==> src/rtl/dff_monitor.sv <==
// dff_monitor: checks a flip-flop under test by comparing its Q output
// against the D value that was driven one cycle earlier, for a fixed number
// of samples per run, and reports mismatch count and a pass/fail verdict.
// Optional feature: define DFF_MONITOR_FIRST_ERR_EN to add the first_err
// port, which records the sample index of the first mismatch in a run.
module dff_monitor #(
  parameter int N_SAMPLES = 16,
  parameter int CNT_W     = 8
) (
  input  logic             clock,
  input  logic             reset,
  input  logic             start,
  input  logic             d_in,
  input  logic             q_in,
  output logic             busy,
  output logic             done,
  output logic             pass,
  output logic [CNT_W-1:0] err_count,
  output logic [CNT_W-1:0] sample_count
`ifdef DFF_MONITOR_FIRST_ERR_EN
  ,
  output logic [CNT_W-1:0] first_err
`endif
);

  typedef enum logic [1:0] {
    IDLE = 2'd0,
    ARM  = 2'd1,
    RUN  = 2'd2,
    DONE = 2'd3
  } state_t;

  localparam logic [CNT_W-1:0] CNT_MAX  = '1;
  localparam logic [CNT_W-1:0] LAST_IDX = CNT_W'(N_SAMPLES - 1);

  state_t           state_reg;
  logic             exp_q_reg;
  logic             mismatch;
  logic             last_sample;
  logic [CNT_W-1:0] err_count_next;

  // Case inequality so an X/Z on q_in or a captured X on d_in counts as a
  // mismatch in simulation; synthesis treats it as a plain inequality.
  assign mismatch       = (q_in !== exp_q_reg);
  assign last_sample    = (sample_count == LAST_IDX);
  // Error counter saturates at its maximum instead of wrapping.
  assign err_count_next = (err_count == CNT_MAX) ? err_count : err_count + 1'b1;

  // Run-control FSM; all outputs are registered and updated alongside state.
  always_ff @(posedge clock) begin
    if (reset) begin
      state_reg    <= IDLE;
      busy         <= 1'b0;
      done         <= 1'b0;
      pass         <= 1'b0;
      err_count    <= '0;
      sample_count <= '0;
      exp_q_reg    <= 1'b0;
`ifdef DFF_MONITOR_FIRST_ERR_EN
      first_err    <= '0;
`endif
    end else begin
      case (state_reg)
        IDLE, DONE: begin
          if (start) begin
            state_reg    <= ARM;
            busy         <= 1'b1;
            done         <= 1'b0;
            pass         <= 1'b0;
            err_count    <= '0;
            sample_count <= '0;
`ifdef DFF_MONITOR_FIRST_ERR_EN
            first_err    <= '0;
`endif
          end
        end
        ARM: begin
          // Prime the expected value; no comparison happens in this cycle.
          exp_q_reg <= d_in;
          state_reg <= RUN;
        end
        RUN: begin
          exp_q_reg    <= d_in;
          sample_count <= sample_count + 1'b1;
          if (mismatch) begin
            err_count <= err_count_next;
`ifdef DFF_MONITOR_FIRST_ERR_EN
            // err_count never returns to zero within a run, so zero means
            // this is the first mismatch.
            if (err_count == '0) begin
              first_err <= sample_count;
            end
`endif
          end
          if (last_sample) begin
            state_reg <= DONE;
            busy      <= 1'b0;
            done      <= 1'b1;
            pass      <= (err_count == '0) && !mismatch;
          end
        end
        default: begin
          state_reg <= IDLE;
          busy      <= 1'b0;
          done      <= 1'b0;
          pass      <= 1'b0;
        end
      endcase
    end
  end

endmodule
==> config.mk <==
export PLATFORM = sky130hd
export DESIGN_NAME = dff_monitor
export DESIGN_NICKNAME = d
export VERILOG_FILES = /design/src/rtl/dff_monitor.sv
export SDC_FILE = /design/constraint.sdc
export NUM_CORES = 1
export LEC_CHECK = 0
export ABC_AREA = 0
export CORE_MARGIN = 3
export CORE_UTILIZATION = 52
export CTS_BUF_LIST = sky130_fd_sc_hd__clkbuf_4
export DETAILED_ROUTE_END_ITERATION = 12
export GPL_TIMING_DRIVEN = 0
export PLACE_DENSITY = 0.88
export SYNTH_ARGS = -nofsm -noshare
export SYNTH_HDL_FRONTEND = slang
export SYNTH_SLANG_ARGS = --single-unit
==> constraint.sdc <==
create_clock -name clock -period 2.2 [get_ports clock]
set_input_delay 0.55 -clock clock [delete_from_list [all_inputs] [get_ports clock]]
set_output_delay 0.55 -clock clock [all_outputs]
set_load 0.05 [all_outputs]
# Word level (Yosys, flattened, before mapping)
# Index checks and enable logic that the tools add are counted.
# word_totals
regBits,22
output_inout_bits,19
wordCells,46
# classes
add_sub_neg,2
eq_ne,10
mux,16
n_reduce_logical,11
# ops
operator,n
case mux 8 bit (2 select lines),2
two-way mux 8 bit,3
"adder 8 x 1 -> 8 bit, second input constant",2
"equality test 8 x 4 -> 1 bit, second input constant",1
"equality test 8 bit, second input constant",1
logical NOT 8 bit,1
"!= test 2 bit, second input constant",4
case mux 1 bit (2 select lines),3
case mux 2 bit (3 select lines),1
two-way mux 1 bit,5
"equality test 2 bit, second input constant",2
two-way mux 2 bit,2
AND reduction 2 bit,2
AND reduction 4 bit,1
OR reduction 2 bit,2
AND reduction 3 bit,1
"equality test 2 x 1 -> 1 bit, second input constant",1
logical NOT 2 bit,1
nonzero test 2 bit,1
logical AND 1 bit,1
logical NOT 1 bit,1
case inequality test 1 bit,1

# Longest topological paths before layout
# logic_depth
depth_word,5
mapped_depth,9
ltp_nobuf,6

# Worst setup path after synthesis
# OpenSTA, ideal clock, no wires.
# synth_path
path_kind,register -> register
start,reg err_count[1]
end,reg err_count[2]
setup_ns,0.074
t_arrival_ns,2.100
required_ns,2.126
setup_slack_ns,0.026
stages_incl_launch_ff,8
n_path_buf,2
synth_period_minus_slack_ns,2.174
cell_sequence,dfxtp_1 -> ha_1 -> nand4_1 -> o311a_1 -> buf_6 -> or2_0 -> buf_2 -> a31oi_1
# synth_via
elab_chain_cells,4
word_cells_on_any_way,7
# synth_lines
element,line_no,source
start: declaration,18,"output logic [CNT_W-1:0] err_count,"
start signal: assignment,86,err_count <= err_count_next;
adder 8 x 1 -> 8 bit,47,assign err_count_next = (err_count == CNT_MAX) ? err_count : err_count + 1'b1;
two-way mux 8 bit,47,
two-way mux 8 bit,85,if (mismatch) begin
case mux 8 bit (2 select lines),63,case (state_reg)
# Parallel ways exist; a longest one is shown, timed or not. The select of a mux whose other input is x is not followed.
# A chain may end at the register's enable or synchronous reset.

# Final worst setup path
# layout_path
start,reg err_count[6]
end,out err_count[6]
# No word-level cell between the ends.

==> results by group <==
Timing
  • Worst Clk Skew: 0.00972 ns
  • Achievable Freq: 469 MHz
  • Setup_tns: 0 ns
  • Slew HR: 0.660
  • Pins Over Slew Limit: 0
  • Unrepaired setup endpoints after global routing: false
  • PnR worst setup slack: 0.0688 ns
  • Tcrit/Tclk final: 0.969
  • Worst hold slack: 0.506 ns
  • Setup violations, final: 0
  • Crit path time final: 2.13 ns
  • Worst-margin pin slew: 0.508 ns
  • Final Hold Violating Endpoints: 0

Critical path
  • Critical path depth: 1
  • Critical setup path kind: reg -> out
  • CP Capture Type: primary output
  • CP bufs+invs: 1
  • Crit path largest cell delay: around 0.83 ns
  • R2R cell count: 9
  • Cell family with most CP delay: buffers and inverters
  • CP max FO: 5
  • Slowest cell on the critical path: clkdlybuf4s50_1
  • Critical-path cell list: clkdlybuf4s50_1
  • Required @ worst endpoint: about 1.7 ns
  • Worst setup SP type: register
  • WP data arrival: ~1.6 ns

Floorplan
  • Die extent in x: 52.8 um
  • Placeable Area: about 2000 um2
  • # rows: 16
  • Die height: 52.8 um
  • Initial Util: 0.563
  • I/O pins: 24
  • Die ar.: 2780 um2

Synth
  • Sequential-to-total area share from yosys stat: 0.387
  • Syn Nets: 140
  • Async set-or-reset flop fraction in the synthesized netlist: 0
  • Unique masters post-synth: 39
  • Most numerous cell in the Yosys netlist: dfxtp_1
  • Area share of the largest cell type after synthesis: 0.387
  • Mapped Area: 1140 um2
  • Yosys top cell by area: dfxtp_1
  • Synth Flop Type: dfxtp_1
  • Post-synth EDFFs: 0
  • Flop and latch count out of synthesis: 22
  • YS warnings: 0
  • Syn avg cell area: 8.75 um2
  • Area contributors post-synth: dfxtp_1 39%, ha_1 5.5%, a31oi_1 5.0%, a21oi_1 3.5%, o21ai_0 3.5%
  • Top post-synthesis cells by count: 22 x dfxtp_1, 10 x nor2_1, 9 x a31oi_1
  • Cell count after synthesis: 130

GRT
  • Met3 Track Usage GR: 0.0541
  • Met1 GRT Util: 0.280
  • GRT Util Overall: 0.219
  • Global-route wire length before repair: 4.53 mm
  • GRT busiest layer: met2
  • Initial antenna violation count: 0
  • Largest net degree at the start of global routing: 13
  • Total gr overflow: 0
  • Vias in the first global route: 1,039
  • Met2 track demand over resource: 0.355

Routing
  • Drt total wl: 2.64 mm
  • Vias: 1,068
  • Router iterations before antenna repair: 5
  • Antenna Violating Nets Remaining: 0
  • Initial DRC count: 32
  • Drt drc: 0
  • Routed len/inst: 14.4 um
  • Vias per Instance: approximately 5.8

Clocking
  • Clock root buffer: clkbuf_4
  • Setup bufs post-CTS: 0
  • Maximum buffer depth of the clock tree: 2
  • Clock Latency Late Sink: 0.31 ns
  • Clock sinks: 22
  • Worst-path clk slew: 0.13 ns
  • CTS H-Tree Depth: 1
  • CTS tree: built
  • Total CTS buffers: 3

Placed design
  • DP Worst Slack: -0.0740 ns
  • Placer Congestion: 0.840
  • Port Buffers: 23
  • Post-DP Area: 1400 um2
  • Placed cells: 180
  • HPWL Detailed: around 1.9 mm

Flow run
  • Max cap viols: 0

Finish
  • Seq. cell area: 442 um2
  • Finished Cell Area: ~1400 um2
  • Ant diodes: 0
  • Share of cells above drive strength 1: 0.0828
  • Multi-input gate area: 622 um2
  • Filler cell count: 163
  • Fin cells: 184
  • Layout net count: 168
  • P&R area growth vs syn: 26.3%

Hold path
  • WHS Path Cells: 2
  • Worst Hold Class: reg -> reg

Power
  • P_leak: around 0.56 nW
  • Power density cells: 863 nW/um2
  • Max IR drop VDD: around 0.0007 V

Outcome
  • Status: finished, final reports clean
## through the flow
stage / util / power [mW]
floorplan: - / 0.917
global placement: 0.693 / 1.03
detailed placement: 0.693 / 1.05
CTS: 0.706 / 1.24
global route: 0.710 / 1.32
finish: 0.710 / 1.24
## report_power, final
part / switching (mW) / total [mW] / internal [mW]
Clock: 0.124 / 0.191 / 0.0664
Combinational: 0.335 / 0.575 / 0.240
Sequential: 0.0340 / 0.475 / 0.441
## routing by layer
| metal | part of all wire | vias to the layer above |
|---|---|---|
| met5 | 0 | - |
| met4 | 0.010 | 0 |
| met3 | 0.045 | 4 |
| met2 | 0.48 | 29 |
| met1 | 0.47 | 506 |
| li1 | - | 529 |
## area by class of cell
cell class / instances / area share
multi-input combinational: 96 / 0.433
tap: 27 / 0.0235
clock inverter: 1 / 0.00261
timing repair buffer: 23 / 0.166
inverter: 5 / 0.0131
sequential: 22 / 0.307
clock buffer: 3 / 0.0157
buffer: 7 / 0.0392
## repair_timing
item / 4_1_cts / 5_1_grt
endpoints found under the hold margin: 0 / 0
endpoints found under the setup margin: 0 / 6
hold buffers: 0 / 0
resized for setup: 0 / 4
## path summary, 6_finish.rpt
path / startpoint / end / slack, ns
min: busy$_SDFFE_PP0P_ / busy$_SDFFE_PP0P_ / 0.51
min reg2reg: busy$_SDFFE_PP0P_ / busy$_SDFFE_PP0P_ / 0.51
max: err_count[6]$_SDFFE_PP0P_ / err_count[6] / 0.07
max reg2reg: state_reg[0]$_SDFFE_PP0P_ / err_count[2]$_SDFFE_PP0P_ / 0.14
## layout by cell type (no fill, tap or decap), drive strengths merged, types with 3 or more instances in the layout
cell,count
a21oi,8
a31oi,9
buf,3
clkbuf,7
clkdlybuf4s50,20
dfxtp,22
dlymetal6s2s,3
ha,5
inv,5
mux2i,3
nand2,8
nand3,5
nand4,3
nor2,10
nor3,3
o21ai,8
xnor2,4
## cells by family after synthesis
logic type               count (synthesis)  share of synthesized area
flip-flops                              22                      0.387
AO/OA/AOI/OAI                           36                      0.201
AND/OR/NAND/NOR                         45                      0.208
adder cells (fa/ha/maj)                  5                     0.0550
multiplexers                             4                     0.0363
buffers and inverters                   12                     0.0660
XOR/XNOR                                 6                     0.0462
No activity file was read; power rests on OpenSTA's default activity.
